<file path="config.mk">
export PLATFORM = sky130hd
export DESIGN_NAME = rob_multi_cdb
export DESIGN_NICKNAME = d
export VERILOG_FILES = /design/src/rtl/rob_multi_cdb_pkg.sv /design/src/rtl/rob_cdb_select.sv /design/src/rtl/rob_multi_cdb.sv
export SDC_FILE = /design/constraint.sdc
export NUM_CORES = 2
export LEC_CHECK = 0
export CAP_MARGIN = 25
export CORE_UTILIZATION = 45
export DETAILED_ROUTE_END_ITERATION = 8
export PLACE_DENSITY = 0.7
export SYNTH_ARGS = -nofsm -noshare
export SYNTH_HDL_FRONTEND = slang
export SYNTH_SLANG_ARGS = --single-unit
</file>
<file path="constraint.sdc">
create_clock -name clk -period 9.6 [get_ports clk]
set_input_delay 2.4 -clock clk [delete_from_list [all_inputs] [get_ports clk]]
set_output_delay 2.4 -clock clk [all_outputs]
set_load 0.01 [all_outputs]
</file>
<file path="src/rtl/rob_multi_cdb_pkg.sv">
// Shared definitions for the multi-CDB reorder buffer.
// Latency: n/a (types and helper function only).
// Backpressure: n/a.
package rob_multi_cdb_pkg;

    localparam int OP_W = 2;

    // Operation class recorded per entry at dispatch.
    typedef enum logic [OP_W-1:0] {
        OP_EMPTY  = 2'd0,
        OP_BRANCH = 2'd1,
        OP_STORE  = 2'd2,
        OP_NORMAL = 2'd3
    } op_t;

    // Whether a ready head of the given class leaves the buffer this cycle.
    // A store also needs the cache to take it; a mispredicted branch never
    // retires normally because it flushes the whole buffer instead.
    function automatic logic head_can_retire(input op_t op, input logic mispredict,
                                             input logic mem_ready);
        logic ok;
        ok = 1'b0;
        case (op)
            OP_EMPTY:  ok = 1'b1;
            OP_BRANCH: ok = !mispredict;
            OP_STORE:  ok = mem_ready;
            OP_NORMAL: ok = 1'b1;
            default:   ok = 1'b0;
        endcase
        return ok;
    endfunction

endpackage

</file>
<file path="src/rtl/rob_cdb_select.sv">
// Tag matcher across NUM_CDB writeback channels; lowest-index match wins.
// Latency: combinational.
// Backpressure: none (pure lookup).
// Ports: tag (entry to match), cdb_* (packed channel buses, channel k at
// [k*W +: W]), hit plus the selected channel's value/addr/mispredict.
module rob_cdb_select #(
    parameter int NUM_CDB = 2,
    parameter int TAG_W   = 3,
    parameter int DATA_W  = 32,
    parameter int ADDR_W  = 32
) (
    input  logic [TAG_W-1:0]          tag,
    input  logic [NUM_CDB-1:0]        cdb_write,
    input  logic [NUM_CDB*TAG_W-1:0]  cdb_in_entry,
    input  logic [NUM_CDB*DATA_W-1:0] cdb_in_value,
    input  logic [NUM_CDB*ADDR_W-1:0] cdb_in_addr,
    input  logic [NUM_CDB-1:0]        cdb_in_mispredict,
    output logic                      hit,
    output logic [DATA_W-1:0]         sel_value,
    output logic [ADDR_W-1:0]         sel_addr,
    output logic                      sel_mispredict
);

    // Scan from the highest channel down so the lowest matching index is
    // the last assignment and therefore the one that sticks.
    always_comb begin
        hit            = 1'b0;
        sel_value      = '0;
        sel_addr       = '0;
        sel_mispredict = 1'b0;
        for (int k = NUM_CDB - 1; k >= 0; k--) begin
            if (cdb_write[k] && (cdb_in_entry[k*TAG_W +: TAG_W] == tag)) begin
                hit            = 1'b1;
                sel_value      = cdb_in_value[k*DATA_W +: DATA_W];
                sel_addr       = cdb_in_addr[k*ADDR_W +: ADDR_W];
                sel_mispredict = cdb_in_mispredict[k];
            end
        end
    end

endmodule

</file>
<file path="src/rtl/rob_multi_cdb.sv">
// Parametrised reorder buffer: in-order dispatch, NUM_CDB-way writeback,
// in-order retire to RegFile / store port / fetch redirect.
// Latency: dispatch->ready after 1 edge; retire outputs combinational from head.
// Backpressure: fifo_full drops dispatch; head store stalls until mem_ready.
// Ports: clk/rst (async active-low), dispatch (write, in_op, in_reg, out_lock,
// fifo_full), two operand check ports, packed CDB channels, commit outputs
// (reg_*, mem_*, flush/flush_pc) and mem_ready from the DataCache.
module rob_multi_cdb
    import rob_multi_cdb_pkg::*;
#(
    parameter int DEPTH   = 8,
    parameter int DATA_W  = 32,
    parameter int ADDR_W  = 32,
    parameter int REG_W   = 5,
    parameter int NUM_CDB = 2,
    parameter int TAG_W   = $clog2(DEPTH)
) (
    input  logic                      clk,
    input  logic                      rst,
    output logic                      fifo_full,
    output logic [TAG_W-1:0]          out_lock,
    input  logic                      write,
    input  logic [1:0]                in_op,
    input  logic [REG_W-1:0]          in_reg,
    input  logic                      check1,
    input  logic                      check2,
    input  logic [TAG_W-1:0]          check_entry1,
    input  logic [TAG_W-1:0]          check_entry2,
    output logic [DATA_W-1:0]         check_value1,
    output logic [DATA_W-1:0]         check_value2,
    output logic                      check_value_enable1,
    output logic                      check_value_enable2,
    input  logic [NUM_CDB-1:0]        cdb_write,
    input  logic [NUM_CDB*TAG_W-1:0]  cdb_in_entry,
    input  logic [NUM_CDB*DATA_W-1:0] cdb_in_value,
    input  logic [NUM_CDB*ADDR_W-1:0] cdb_in_addr,
    input  logic [NUM_CDB-1:0]        cdb_in_mispredict,
    output logic                      reg_modify,
    output logic [REG_W-1:0]          reg_name,
    output logic [DATA_W-1:0]         reg_data,
    output logic [TAG_W-1:0]          reg_entry,
    output logic                      mem_write,
    output logic [ADDR_W-1:0]         mem_addr,
    output logic [DATA_W-1:0]         mem_data,
    input  logic                      mem_ready,
    output logic                      flush,
    output logic [DATA_W-1:0]         flush_pc
);

    typedef struct packed {
        logic               busy;
        logic               ready;
        op_t                op;
        logic [REG_W-1:0]   rname;
        logic [DATA_W-1:0]  value;
        logic [ADDR_W-1:0]  addr;
        logic               mispredict;
    } entry_t;

    localparam logic [TAG_W:0] FULL_CNT = (TAG_W+1)'(DEPTH);

    entry_t           rob [DEPTH];
    logic [TAG_W-1:0] read_ptr;
    logic [TAG_W-1:0] write_ptr;
    logic [TAG_W:0]   count;

    entry_t head;
    logic   head_vld;
    logic   retire;
    logic   dispatch;

    // ---------------- CDB write path: one matcher per entry ----------------
    logic              wr_hit   [DEPTH];
    logic [DATA_W-1:0] wr_value [DEPTH];
    logic [ADDR_W-1:0] wr_addr  [DEPTH];
    logic              wr_misp  [DEPTH];

    for (genvar e = 0; e < DEPTH; e++) begin : g_wsel
        rob_cdb_select #(
            .NUM_CDB (NUM_CDB),
            .TAG_W   (TAG_W),
            .DATA_W  (DATA_W),
            .ADDR_W  (ADDR_W)
        ) u_wsel (
            .tag               (TAG_W'(e)),
            .cdb_write         (cdb_write),
            .cdb_in_entry      (cdb_in_entry),
            .cdb_in_value      (cdb_in_value),
            .cdb_in_addr       (cdb_in_addr),
            .cdb_in_mispredict (cdb_in_mispredict),
            .hit               (wr_hit[e]),
            .sel_value         (wr_value[e]),
            .sel_addr          (wr_addr[e]),
            .sel_mispredict    (wr_misp[e])
        );
    end

    // ---------------- Check-port bypass matchers ----------------
    logic              c1_hit, c2_hit;
    logic [DATA_W-1:0] c1_value, c2_value;
    logic [ADDR_W-1:0] unused_c1_addr, unused_c2_addr;
    logic              unused_c1_misp, unused_c2_misp;

    rob_cdb_select #(
        .NUM_CDB (NUM_CDB),
        .TAG_W   (TAG_W),
        .DATA_W  (DATA_W),
        .ADDR_W  (ADDR_W)
    ) u_csel1 (
        .tag               (check_entry1),
        .cdb_write         (cdb_write),
        .cdb_in_entry      (cdb_in_entry),
        .cdb_in_value      (cdb_in_value),
        .cdb_in_addr       (cdb_in_addr),
        .cdb_in_mispredict (cdb_in_mispredict),
        .hit               (c1_hit),
        .sel_value         (c1_value),
        .sel_addr          (unused_c1_addr),
        .sel_mispredict    (unused_c1_misp)
    );

    rob_cdb_select #(
        .NUM_CDB (NUM_CDB),
        .TAG_W   (TAG_W),
        .DATA_W  (DATA_W),
        .ADDR_W  (ADDR_W)
    ) u_csel2 (
        .tag               (check_entry2),
        .cdb_write         (cdb_write),
        .cdb_in_entry      (cdb_in_entry),
        .cdb_in_value      (cdb_in_value),
        .cdb_in_addr       (cdb_in_addr),
        .cdb_in_mispredict (cdb_in_mispredict),
        .hit               (c2_hit),
        .sel_value         (c2_value),
        .sel_addr          (unused_c2_addr),
        .sel_mispredict    (unused_c2_misp)
    );

    // A same-cycle CDB value only counts for an entry still waiting on it;
    // otherwise the stored value and ready bit are authoritative.
    always_comb begin
        check_value1        = '0;
        check_value_enable1 = 1'b0;
        if (check1) begin
            if (c1_hit && rob[check_entry1].busy && !rob[check_entry1].ready) begin
                check_value1        = c1_value;
                check_value_enable1 = 1'b1;
            end else begin
                check_value1        = rob[check_entry1].value;
                check_value_enable1 = rob[check_entry1].ready;
            end
        end
    end

    always_comb begin
        check_value2        = '0;
        check_value_enable2 = 1'b0;
        if (check2) begin
            if (c2_hit && rob[check_entry2].busy && !rob[check_entry2].ready) begin
                check_value2        = c2_value;
                check_value_enable2 = 1'b1;
            end else begin
                check_value2        = rob[check_entry2].value;
                check_value_enable2 = rob[check_entry2].ready;
            end
        end
    end

    // ---------------- Head / commit decode ----------------
    assign head      = rob[read_ptr];
    assign head_vld  = (count != '0) && head.busy && head.ready;
    assign fifo_full = (count == FULL_CNT);
    assign out_lock  = write_ptr;

    assign flush      = head_vld && (head.op == OP_BRANCH) && head.mispredict;
    assign mem_write  = head_vld && (head.op == OP_STORE);
    assign reg_modify = head_vld && (head.op == OP_NORMAL);
    assign retire     = head_vld && head_can_retire(head.op, head.mispredict, mem_ready);
    assign dispatch   = write && !fifo_full && !flush;

    // Data outputs are gated by their strobes so idle buses read as zero.
    assign flush_pc  = flush      ? head.value : '0;
    assign mem_addr  = mem_write  ? head.addr  : '0;
    assign mem_data  = mem_write  ? head.value : '0;
    assign reg_name  = reg_modify ? head.rname : '0;
    assign reg_data  = reg_modify ? head.value : '0;
    assign reg_entry = reg_modify ? read_ptr   : '0;

    // ---------------- State update ----------------
    always_ff @(posedge clk or negedge rst) begin
        if (!rst) begin
            read_ptr  <= '0;
            write_ptr <= '0;
            count     <= '0;
            for (int e = 0; e < DEPTH; e++) begin
                rob[e] <= '0;
            end
        end else if (flush) begin
            // Everything younger than the mispredicted branch is wrong-path.
            read_ptr  <= '0;
            write_ptr <= '0;
            count     <= '0;
            for (int e = 0; e < DEPTH; e++) begin
                rob[e] <= '0;
            end
        end else begin
            for (int e = 0; e < DEPTH; e++) begin
                if (wr_hit[e] && rob[e].busy && !rob[e].ready) begin
                    rob[e].ready      <= 1'b1;
                    rob[e].value      <= wr_value[e];
                    rob[e].addr       <= wr_addr[e];
                    rob[e].mispredict <= wr_misp[e];
                end
            end
            // The retiring head is already ready (no CDB update) and the
            // dispatch slot is free, so these never collide with the above.
            if (retire) begin
                rob[read_ptr].busy  <= 1'b0;
                rob[read_ptr].ready <= 1'b0;
                read_ptr            <= read_ptr + TAG_W'(1);
            end
            if (dispatch) begin
                rob[write_ptr].busy       <= 1'b1;
                rob[write_ptr].ready      <= (op_t'(in_op) == OP_EMPTY);
                rob[write_ptr].op         <= op_t'(in_op);
                rob[write_ptr].rname      <= in_reg;
                rob[write_ptr].mispredict <= 1'b0;
                write_ptr                 <= write_ptr + TAG_W'(1);
            end
            count <= count + {{TAG_W{1'b0}}, dispatch} - {{TAG_W{1'b0}}, retire};
        end
    end

endmodule
</file>
**After elaboration in Yosys (flattened, before gate mapping)**

Index checks and enable logic that the tools add are counted.

- $add $sub $neg: 4
- Magnitude comparators: 6
- Eq/ne operators: 22
- Multiplexer cells: 158
- Bitwise gates (word level): 4
- Reductions and logical operators: 72

Operator list:

| cell | number |
|---|---|
| bitwise mux 592 bit | 7 |
| 2-to-1 mux 592 bit | 4 |
| demux 74 bit (select 3 bit) | 7 |
| 2-to-1 mux 32 bit | 44 |
| 2-to-1 mux 65 bit | 16 |
| binary-select mux 74 bit (select 3 bit) | 3 |
| 2-to-1 mux 74 bit | 8 |
| 2-to-1 mux 73 bit | 2 |
| 2-to-1 mux 72 bit | 1 |
| 2-to-1 mux 70 bit | 1 |
| 2-to-1 mux 1 bit | 57 |
| logical AND 1 bit | 51 |
| equality test 3 bit (second input constant) | 8 |
| >= comparator 4 bit (second input constant) | 4 |
| inverter 3 -> 4 bit | 4 |
| 2-to-1 mux 3 bit | 5 |
| zero test 1 bit | 13 |
| equality test 3 x 2 -> 1 bit (second input constant) | 4 |
| equality test 3 bit | 4 |
| < comparator 4 x 1 -> 1 bit (second input constant) | 2 |
| adder 3 x 1 -> 3 bit (second input constant) | 2 |
| equality test 3 x 1 -> 1 bit (second input constant) | 2 |
| zero test 3 bit | 2 |
| 2-to-1 mux 5 bit | 1 |
| 11 further kinds | 14 |

- Register bits: 602
- Input port bits: 157
- Output and inout port bits: 209
- Word-level logic and storage cells: 325

**Longest topological paths before layout**

- Depth in word-level cells: 20
- Depth in mapped cells: 20
- Depth with buffers taken out: 18

**Cells and area by module**

A second synthesis with hierarchy kept.

- Cells, all modules: 6768
- Area total of the unflattened synthesis: 53181.0 um^2

Modules (own cells, without submodules):

| module | instances | cells an instance | area an instance (um^2) | sequential area each (um^2) |
|---|---|---|---|---|
| rob_multi_cdb | 1 | 3728 | 33687.3 | 15064.4 |
| rob_cdb_select | 10 | 304 | 1949.4 | 0.0 |

**Least setup slack after synthesis**

OpenSTA, ideal clock, no wires.

- Path kind: input-to-output
- Start: in check_entry2[0]
- End: out check_value2[10]
- Arrival: 4223 ps
- Data required time: 7200 ps
- Path slack: 2977 ps
- Stages: 7
- Buffers on the path: 3
- Cell sequence: buf_2 buf_1 buf_2 mux4_2 mux2i_1 nand2_1 and3_1

- Longest elaborated chain between the ends: 8
- Elaborated cells between the ends (all ways): 17
- Classes of those cells: eq/ne: 2; mux: 9; bitwise: 1; reduce/logical: 5

RTL lines:

| item | RTL line | source |
|---|---|---|
| from (decl) | rob_multi_cdb.sv:28 | `input logic [TAG_W-1:0] check_entry2,` |
| inverter 3 -> 4 bit (implied by the code) / equality test 3 bit (equally long branches) | rob_multi_cdb.sv:160, rob_multi_cdb.sv:164, rob_cdb_select.sv:32 |  |
| binary-select mux 74 bit (select 3 bit) / logical AND 1 bit (equally long branches) | rob_multi_cdb.sv:160, rob_multi_cdb.sv:164, rob_cdb_select.sv:32 |  |
| 2-to-1 mux 74 bit (implied by the code) / 2-to-1 mux 1 bit (equally long branches) (2 in series) | rob_multi_cdb.sv:160, rob_cdb_select.sv:32 |  |
| logical AND 1 bit / zero test 1 bit (equally long branches) | rob_multi_cdb.sv:160 | `if (c2_hit && rob[check_entry2].busy && !rob[check_entry2].ready) begin` |
| logical AND 1 bit | rob_multi_cdb.sv:160 |  |
| 2-to-1 mux 32 bit * | rob_multi_cdb.sv:160 |  |
| 2-to-1 mux 32 bit * | rob_multi_cdb.sv:159 | `if (check2) begin` |
| to (decl) | rob_multi_cdb.sv:30 | `output logic [DATA_W-1:0] check_value2,` |

Every way passes the cells marked *; elsewhere a longest branch is shown, timed or not. The select of a mux whose other input is x is not followed.

**Worst setup path after layout**

- Start: in cdb_in_entry[2]
- End: out check_value1[16]

- Longest elaborated chain between the ends: 7
- Elaborated cells between the ends (all ways): 8
- Classes of those cells: eq/ne: 1; mux: 4; reduce/logical: 3

RTL lines:

| item | RTL line | source |
|---|---|---|
| from (decl) | rob_multi_cdb.sv:34 | `input logic [NUM_CDB*TAG_W-1:0] cdb_in_entry,` |
| equality test 3 bit * | rob_cdb_select.sv:32 | `if (cdb_write[k] && (cdb_in_entry[k*TAG_W +: TAG_W] == tag)) begin` |
| logical AND 1 bit * | rob_cdb_select.sv:32 |  |
| 2-to-1 mux 1 bit | rob_cdb_select.sv:32 |  |
| logical AND 1 bit (2 in series) | rob_multi_cdb.sv:146 | `if (c1_hit && rob[check_entry1].busy && !rob[check_entry1].ready) begin` |
| 2-to-1 mux 32 bit * | rob_multi_cdb.sv:146 |  |
| 2-to-1 mux 32 bit * | rob_multi_cdb.sv:145 | `if (check1) begin` |
| to (decl) | rob_multi_cdb.sv:29 | `output logic [DATA_W-1:0] check_value1,` |

Every way passes the cells marked *; elsewhere a longest branch is shown, timed or not.

==> impl_metrics.yaml <==
global_routing:
  overflow: 0
  grt_max_degree: 176
  antenna_found_initial: 20
  grt_pass1_vias: 33860
  track_usage_pct: 32.11
  grt_pass1_wl_microns: 221900
timing:
  finalSetupTns_ns: 0
  timing.hold.ws_ns: 0.5228
  rsz0062_at_grt: "false"
  relSlewSlack_pct: 23.96
  slew_violations: 0
  skew_ns: 0.02198
  period_share_pct: 84.13
  fmax_ghz: 0.1238
  setup_viol: 0
  tightestPinTransition_ns: 1.141
  hold_viol: 0
  period_needed_ns: 8.077
synthesis:
  synth.cell_area_sq_mm: 0.04054
  syn-instance-count: 4045
  yosys_warnings: 0
  async_flop_share_pct: 100.0
  syn-mean-instance-area_sq_um: 10.02
  synth_cell_types: 63
  synth_edf_count: 0
  syn-num-nets: 4215
  synth-seq-cells: 602
  synth_ff_type: "dfrtp_1"
  ys_seq_area_share_pct: 37.16
detailed_routing:
  drcViolationCount: 0
  viasPerCell: 6.657
  vias: 34950
  drt_iter0_drc: 3934
  drtPass1Iterations: 5
  finalWirelength_microns: 149300
  detail-route-antenna-nets: 0
  wl_per_cell_microns: 28.44
floorplanning:
  design.core.area_sq_mm: 0.08878
  rows: 109
  die_w_microns: 302.1
  die_area_sq_mm: 0.09129
  start_util_pct: 45.66
  die-height_microns: 302.1
  boundaryPins: 366
outcome:
  status: "complete, no violations"
cells_and_area:
  final_cell_mix: "678 x nor2_1, 631 x mux2i_1, 599 x dfrtp_1, 358 x clkdlybuf4s50_1, 272 x a211oi_1"
  final_nets: 4194
  final_common_cell: "nor2_1"
  final_core_util_pct: 52.45
  fillers: 7780
  drive_above_1_share_pct: 16.26
  areaGrowthSynthToFinish_pct: 14.89
setup_path:
  path_cells: "clkdlybuf4s50_1 > xnor2_1 > and4_2 > nor2_4 > buf_12 > a221o_1 > and3_1 > clkdlybuf4s50_1"
  worstRegToRegCells: 13
  path_class: "in -> out"
  critPathLaunchType: "input pin"
  slowest_stage: "and4_2"
  worstSetupEndpoint: "check_value1[16]"
  cpLargestDelayFamily: "buffers and inverters"
  arrival_ns: 5.68
  crit_cells: 8
  cp_common_cell: "clkdlybuf4s50_1"
  end_kind: "output pin"
  path_buf_inv: 3
  regToRegStartpoint: "read_ptr[2]$_DFFE_PN0P_"
  max_stage_delay_ns: 0.88
  r2r_slack_ns: 3.83
  rr_endpoint: "rob[236]$_DFFE_PN0P_"
  crit_fanout: 33
  required_ns: 7.20
  crit_path_start: "cdb_in_entry[2]"
clock_tree:
  cts_resized: 0
  cts_buffers: 71
  cts.reportedPaths.clkPinSlew_ns: 0.05
  cts_tree: "yes"
  clockBufferDepth: 3
  htree_levels: 3
  cts-root-buf: "clkbuf_16"
  clock_latency_ns: 0.63
  post_cts_buffers: 0
  clock-sinks: 602
  cts_hold_buf: 0
placed_design:
  gp_congestion: 0.8980
  dp_hpwl_microns: 86240
  port_buffers: 365
min_path:
  hold_class: "reg -> reg"
pwr:
  power_leakage_nw: 19.39
  ir_drop_mv: 0.1304
  power_density_mw_per_mm2: 143.0
job:
  maxCapViolCount: 0
-- cells by family (layout without fill, tap and decap cells) --
logic type / Yosys count / in the layout / synth area share [%]
other cells: 0 / 8 / 0
buf+inv: 552 / 585 / 6.047
mux: 809 / 809 / 24.53
flops: 602 / 602 / 37.16
simple gates: 1109 / 1109 / 11.51
xor+xnor: 16 / 16 / 0.3457
compound gates: 944 / 944 / 19.99
fa+ha+maj: 13 / 13 / 0.4198
-- power breakdown --
group	leakage, nW	internal (mW)	total (mW)	switching [mW]
clock network	1.12	1.55	2.71	1.16
logic	10.2	0.509	1.03	0.525
registers	8.04	2.74	2.92	0.177
total	19.4	4.80	6.66	1.86
-- cell usage after synthesis (all sizes together) (63+ instances only) --
cell,number,area [sq um]
a211oi,515,5082
mux2i,631,6316
buf,293,1479
a21oi,72,360.4
clkbuf,241,904.6
mux4,144,3243
dfrtp,602,15060
o22ai,163,1020
and3,67,424.2
nand2,237,889.6
nor2,686,2575
o221ai,63,551.8
-- metrics by stage --
step	power (mW)	area (sq um)	setup slack, ns	instances
floorplan	3.617	40540	2.977	4045
global placement	3.947	44160	1.321	5112
detailed placement	3.980	44220	1.323	5114
CTS	6.669	46500	1.317	5241
global route	6.879	46570	1.358	5251
finish	6.662	46570	1.523	5251
-- layer usage --
| metal | GRT usage [%] | wire, microns | share of wire (%) | vias up |
|---|---|---|---|---|
| met2 | 50.51 | 69490 | 47 | 1965 |
| met3 | 7.276 | 14360 | 9.6 | 422 |
| met5 | 0 | 161 | 0.11 | - |
| li1 | - | - | - | 14990 |
| met1 | 42.03 | 58480 | 39 | 17550 |
| met4 | 14.98 | 6851 | 4.6 | 24 |
-- worst min path at each step --
stage | slack, ns | endpoint | startpoint | cells after the start
final | 0.52 | rob[586]$_DFFE_PN0P_ | rob[586]$_DFFE_PN0P_ | 2
after global routing | 0.54 | rob[288]$_DFFE_PN0P_ | rob[288]$_DFFE_PN0P_ | 2
after CTS | 0.52 | rob[364]$_DFFE_PN0P_ | rob[364]$_DFFE_PN0P_ | 2
after detailed placement | 0.52 | rob[588]$_DFFE_PN0P_ | rob[588]$_DFFE_PN0P_ | 2
after global placement | 0.50 | rob[509]$_DFFE_PN0P_ | rob[509]$_DFFE_PN0P_ | 2
after floorplan | 0.49 | rob[514]$_DFFE_PN0P_ | rob[514]$_DFFE_PN0P_ | 2
-- layout make-up --
| type | count | area (sq um) | area share, % |
|---|---|---|---|
| timing repair buffer | 440 | 4424 | 9.500 |
| clock inverter | 28 | 282.8 | 0.6072 |
| multi-input combinational | 2891 | 23240 | 49.90 |
| sequential | 602 | 15070 | 32.36 |
| clock buffer | 99 | 2003 | 4.301 |
| antenna | 8 | 20.02 | 0.04299 |
| tap | 1165 | 1458 | 3.130 |
| inverter | 18 | 75.07 | 0.1612 |
-- state kept, by name, summed over array words and instances (netlist names) --
register / cells
count: 4
read_ptr: 3
out_lock: 3
rob: 592
-- tightest hold or removal path: cells and delay by family (launching register included) --
kind            cells  cell delay, ns
simple gates        1            0.06
flops               1            0.37
compound gates      1            0.05
(Power assumes the default switching activity.)
